### src/rtl/io_display_scheduler.sv
// io_display_scheduler: kcpsm6 port decode into a shadow/active text buffer, 4-digit
// multiplexed 7-seg scan with a 1-cycle deghost gap and optional nibble scrolling.
module io_display_scheduler #(
    parameter int CLK_DIV    = 100000,
    parameter int SCROLL_DIV = 250,
    parameter int NUM_AN     = 4
) (
    input  logic              clk,
    input  logic              rst,
    input  logic [7:0]        port_id,
    input  logic              write_strobe,
    input  logic [7:0]        out_port,
    output logic [0:6]        seg,
    output logic [NUM_AN-1:0] an
);
    localparam int RW = CLK_DIV > 1 ? $clog2(CLK_DIV) : 1;
    localparam int FW = SCROLL_DIV > 1 ? $clog2(SCROLL_DIV) : 1;
    localparam logic [6:0] HEX [16] = '{
        7'b0000001, 7'b1001111, 7'b0010010, 7'b0000110,
        7'b1001100, 7'b0100100, 7'b0100000, 7'b0001111,
        7'b0000000, 7'b0000100, 7'b0001000, 7'b1100000,
        7'b0110001, 7'b1000010, 7'b0110000, 7'b0111000
    };

    typedef enum logic [2:0] {GAP, DIG0, DIG1, DIG2, DIG3} state_t;

    state_t          state, state_n;
    logic [RW-1:0]   rcnt;
    logic [FW-1:0]   fcnt;
    logic [31:0]     shadow, active;
    logic            scroll_en, blank, live;
    logic [2:0]      off, idx, p;
    logic [1:0]      nxt, dig, dig_n;
    logic [3:0]      nib;
    logic            tick, frame, last, wr, unused;

    assign unused = ^port_id[7:3];
    assign p      = port_id[2:0];
    assign wr     = write_strobe;
    assign tick   = rcnt == RW'(CLK_DIV - 1);
    assign frame  = tick && state == DIG3;
    assign last   = fcnt == FW'(SCROLL_DIV - 1);
    assign dig    = 2'(3'(state) - 3'd1);
    assign idx    = off + {1'b0, nxt};
    assign nib    = active[{idx, 2'b00} +: 4];

    always_comb begin
        state_n = state;
        if (state == GAP)
            state_n = state_t'({1'b0, nxt} + 3'd1);
        else if (tick)
            state_n = GAP;
        dig_n = 2'(3'(state_n) - 3'd1);
    end

    always_ff @(posedge clk) begin
        if (rst) begin
            state     <= DIG0;
            rcnt      <= '0;
            fcnt      <= '0;
            shadow    <= '0;
            active    <= '0;
            scroll_en <= 1'b0;
            blank     <= 1'b0;
            live      <= 1'b0;
            off       <= '0;
            nxt       <= '0;
            an        <= '1;
            seg       <= 7'h7F;
        end else begin
            rcnt  <= tick ? '0 : rcnt + 1'b1;
            state <= state_n;
            // The very first tick after reset enters DIG0 rather than advancing past it
            if (tick && state != GAP) begin
                nxt  <= live ? dig + 2'd1 : 2'd0;
                live <= 1'b1;
            end
            if (wr && p inside {[3'd2:3'd5]})
                shadow[{p - 3'd2, 3'd0} +: 8] <= out_port;
            if (wr && p == 3'd7)
                shadow <= '0;
            if (wr && p == 3'd6) begin
                scroll_en <= out_port[1];
                blank     <= out_port[2];
                if (out_port[0])
                    active <= shadow;
            end
            if (!scroll_en) begin
                off  <= '0;
                fcnt <= '0;
            end else if (frame) begin
                fcnt <= last ? '0 : fcnt + 1'b1;
                off  <= last ? off + 3'd1 : off;
            end
            an <= (blank || !live || state_n == GAP) ? '1 : ~(NUM_AN'(1) << dig_n);
            // Digit data is latched once on slot entry and held for the whole slot
            if (!live || state_n == GAP)
                seg <= 7'h7F;
            else if (state == GAP)
                seg <= HEX[nib];
        end
    end
endmodule
### config.mk
export PLATFORM = sky130hd
export DESIGN_NAME = io_display_scheduler
export DESIGN_NICKNAME = d
export VERILOG_FILES = /design/src/rtl/io_display_scheduler.sv
export SDC_FILE = /design/constraint.sdc
export NUM_CORES = 1
export LEC_CHECK = 0
export ABC_AREA = 1
export CORE_ASPECT_RATIO = 0.5
export CORE_MARGIN = 2
export CORE_UTILIZATION = 51
export CTS_CLUSTER_SIZE = 25
export DETAILED_ROUTE_END_ITERATION = 16
export GPL_ROUTABILITY_DRIVEN = 1
export MAX_ROUTING_LAYER = met4
export PLACE_DENSITY = 0.72
export SETUP_SLACK_MARGIN = 0.02
export SYNTH_ARGS = -nofsm -noshare
export SYNTH_HDL_FRONTEND = slang
export SYNTH_SLANG_ARGS = --single-unit
export TNS_END_PERCENT = 30
### constraint.sdc
create_clock -name clk -period 2.4 [get_ports clk]
set_input_delay 0.24 -clock clk [delete_from_list [all_inputs] [get_ports clk]]
set_output_delay 0.24 -clock clk [all_outputs]
set_load 0.005 [all_outputs]
==> summary.txt, run 1 <==
STA
  • Final period demand of the worst path: 2.37 ns
  • Count of final hold-check violations: 0
  • Final Setup Violations: 0
  • Setup WS post-layout: 0.0303 ns
  • Clk_skew: 0.00716 ns
  • Worst slew margin relative to its limit: 0.454
  • Maximum achievable frequency: 422 MHz
  • Slew at the pin closest to its max-slew limit: 0.818 ns
  • Setup repair after global routing missed its margin: true
  • Fin. max-slew vios: 0
  • Fin crit share: 0.987

Power
  • Pwr dens: 557 nW/um^2
  • Psw: 0.000862 W
  • Clock share of power: 0.407
  • Internal power: 0.00271 W
  • Peak supply drop: 0.404 mV
  • Final total power: 0.00357 W
  • Sequential Power Share: 0.526
  • Combinational cell fraction of total power: 0.066
  • Switching fraction of total power: 0.241
  • Static Leakage: 2.66 nW

Routing
  • Number of detailed-route iterations in the first pass: 4
  • Number of DRC markers after the initial detailed-route iteration: 345
  • Post-DRT Antenna Nets: 0
  • Number of remaining DRC errors: 0
  • Via density per instance: 5.19
  • Routed Wire Length: 11900 um
  • Via count of the routed design: 4846
  • Average wire per standard cell: 12.7 um

Clock network
  • TritonCTS clock tree: done
  • TritonCTS buffer count: 9
  • Hold_buf cts: 0
  • Clock transition at the register clock pins on the worst setup and hold paths after CTS: 0.07 ns
  • Clock insertion delay at the later pin of the skew report: 0.35 ns
  • Clock sink count: 111
  • Root buf cell: sky130_fd_sc_hd__clkbuf_16
  • # H-tree levels: 3
  • Maximum number of buffers from clock root to sink: 2

Yosys
  • Synthesis Warnings: 0
  • Mean Syn Cell Area: 7.22 um^2
  • Register bit total from synthesis: 111
  • Fraction of synthesis flops using an asynchronous set or reset pin: 0
  • Synth Flop Type: sky130_fd_sc_hd__dfxtp_1
  • Number of standard cells after synthesis: 739
  • Total nets after synthesis: 779
  • Count of flip-flops with a built-in enable after synthesis: 0
  • Share of the yosys chip area belonging to registers: 0.416
  • Ranking of synthesized cells by area: sky130_fd_sc_hd__dfxtp_1, sky130_fd_sc_hd__nand2_1, sky130_fd_sc_hd__o21ai_0
  • Total standard cell area after synthesis: 5340 um^2
  • Top cell type by total area after synthesis: sky130_fd_sc_hd__dfxtp_1
  • Portion of synthesized cell area occupied by the leading cell type: 0.416
  • Number of distinct library cells after synthesis: 41

Critical path
  • Endpoint arrival time on the critical path: 2.59 ns
  • R2R Setup Slk: 0.03 ns
  • Number of cells on the worst reg-to-reg path: 16
  • Data required time of the worst path: 2.62 ns
  • Beginning of the critical path: nxt[0]$_SDFFE_PP0P_
  • Kind of start point of the critical path: register
  • Launch instance of the worst register-to-register path: nxt[0]$_SDFFE_PP0P_
  • Critical path fanouts, max: 5
  • Reg-to-reg critical path endpoint: seg[5]$_SDFFE_PP1P_
  • Crit Path Class: reg -> reg
  • CP endpoint: seg[5]$_SDFFE_PP1P_
  • Type of element capturing the critical path: register

Flow run
  • Max-capacitance violation count: 0

Floorplanning
  • Overall die width: 149 um
  • Die outline height: 76.3 um
  • Full die area: 11400 um^2
  • Area of the core: 10200 um^2
  • Initial Utilization: 0.524
  • Floorplan row count: 26
  • Num ports: 30

Placed design
  • Number of buffers added on ports: 24
  • Routability congestion estimate from global placement: 0.885
  • Worst setup slack before clock tree synthesis: -0.0540 ns
  • Post-DP HPWL: 8390 um

Global route
  • GRT Overall Usage: 0.217
  • Global-route wire length before repair: 19600 um
  • Number of antenna violations at the first check in global routing: 0
  • Maximum number of pins on one net before global-route repair: 36
  • Remaining global-route overflow: 0
  • Busiest layer in global routing: met2
  • M3 GR Usage: 0.0551
  • Via count of the first global-routing pass: 4232
  • Met1 track utilization from global routing: 0.290
  • Met2 GRT Util: 0.336

Final layout
  • Leading cell type in the layout, fill and taps excluded: sky130_fd_sc_hd__nand2_1
  • Inserted Diodes: 0
  • Proportion of layout cells with a drive suffix above 1: 0.148
  • Total of fill cells in the finished design: 885
  • Final net count: 828
  • Commonest cells after routing, fill and taps aside: sky130_fd_sc_hd__nand2_1, sky130_fd_sc_hd__dfxtp_1, sky130_fd_sc_hd__nor2_1
  • Area Growth Syn to Fin: 20.1%

Worst hold path
  • Min-Delay Path Class: reg -> reg

Status
  • Status: finished clean
-- synth_stat cells, drive strengths merged, types with 8 or more instances --
| master | n |
|---|---|
| nand4 | 8 |
| clkbuf | 16 |
| ha | 20 |
| o21ai | 80 |
| nor2 | 96 |
| dfxtp | 111 |
| a21oi | 68 |
| nand3 | 64 |
| xor2 | 10 |
| nor3 | 12 |
| nand2 | 129 |
| inv | 87 |
| buf | 11 |
-- sequential cells by signal, indices dropped and copies added, names as in the netlist, 2 cells and up --
name and count:
fcnt 8, active 32, rcnt 17, off 3, state 3, shadow 32, nxt 2, seg 7
an 4
-- critical path: stages (launching register included) --
cell and delay, ns:
sky130_fd_sc_hd__dfxtp_2 0.35, sky130_fd_sc_hd__ha_4 0.13, sky130_fd_sc_hd__inv_2 0.03, sky130_fd_sc_hd__fa_2 0.59, sky130_fd_sc_hd__buf_6 0.14, sky130_fd_sc_hd__nor2_2 0.04, sky130_fd_sc_hd__nand2_1 0.07, sky130_fd_sc_hd__nand3_2 0.08
sky130_fd_sc_hd__o21ai_4 0.10, sky130_fd_sc_hd__inv_2 0.09, sky130_fd_sc_hd__ha_4 0.17, sky130_fd_sc_hd__nand3_4 0.08, sky130_fd_sc_hd__nand2_2 0.06, sky130_fd_sc_hd__nor2_2 0.10, sky130_fd_sc_hd__nor2_1 0.05, sky130_fd_sc_hd__nor2_1 0.11
sky130_fd_sc_hd__nand2_1 0.05
-- area by class of cell --
type,count,area (um^2),area share
multi-input cells,511,2810,0.438
flip-flops and latches,111,2220,0.347
repair buffers,65,568,0.0886
inverters,90,343,0.0535
clock buffers,10,239,0.0373
well taps,140,175,0.0273
clock inverters,6,51.3,0.00800
-- how the worst min path moves through the flow --
stage          slack [ns]          startpoint                  end  depth (start not counted)
6_report             0.44  rcnt[0]$_SDFF_PP0_   rcnt[0]$_SDFF_PP0_                          1
5_1_grt              0.48  rcnt[0]$_SDFF_PP0_   rcnt[0]$_SDFF_PP0_                          1
3_5_place_dp         0.44  rcnt[0]$_SDFF_PP0_   rcnt[0]$_SDFF_PP0_                          1
4_1_cts              0.45  rcnt[0]$_SDFF_PP0_   rcnt[0]$_SDFF_PP0_                          1
3_3_place_gp         0.43  rcnt[0]$_SDFF_PP0_   rcnt[0]$_SDFF_PP0_                          1
2_1_floorplan        0.31                 rst  nxt[1]$_SDFFE_PP0P_                          1
-- metal layers --
metal,vias up,routed length (um)
met2,92,5360
li1,2507,-
met5,-,0
met4,0,150
met3,13,484
met1,2234,5860
-- per-stage QoR --
stage | setup TNS [ns] | hold slack (ns) | utilization | instances | area [um^2]
2_1_floorplan | 0 | 0.309 | - | 739 | 5340
3_3_place_gp | 0 | 0.430 | 0.579 | 910 | 5900
3_5_place_dp | -0.0701 | 0.437 | 0.579 | 910 | 5900
4_1_cts | 0 | 0.449 | 0.609 | 926 | 6200
5_1_grt | -0.291 | 0.478 | 0.630 | 933 | 6410
6_report | 0 | 0.445 | 0.630 | 933 | 6410
-- what timing repair did --
action                     CTS  global route
cloned                       0             0
gates resized for setup      3            43
setup endpoints to repair    6             7
pin swaps                    0            28
buffers inserted             0             7
-- power groups by stage --
| stage | clock network, W | logic (W) | registers, W |
|---|---|---|---|
| 3_5_place_dp | 0 | 0.000226 | 0.00192 |
| 6_report | 0.00146 | 0.000237 | 0.00188 |
| 4_1_cts | 0.00148 | 0.000227 | 0.00188 |
| 2_1_floorplan | 0 | 0.000136 | 0.00192 |
| 5_1_grt | 0.00157 | 0.000267 | 0.00188 |
| 3_3_place_gp | 0 | 0.000221 | 0.00192 |
-- cell families (layout without fill, tap and decap cells) --
group,Yosys count,count (layout),synth area share
compound gates,161,161,0.158
xor+xnor,13,13,0.0241
fa+ha+maj,21,21,0.0506
buf+inv,117,171,0.0860
flops,111,111,0.416
simple gates,316,316,0.265
Power figures use the tool's default switching activity.
==> inputs of run 2 (changes only) <==
GPL_ROUTABILITY_DRIVEN = 0   (was 1)
==> results of run 2 <==
The final DEF is identical to that of run 1; final timing and power are the same.
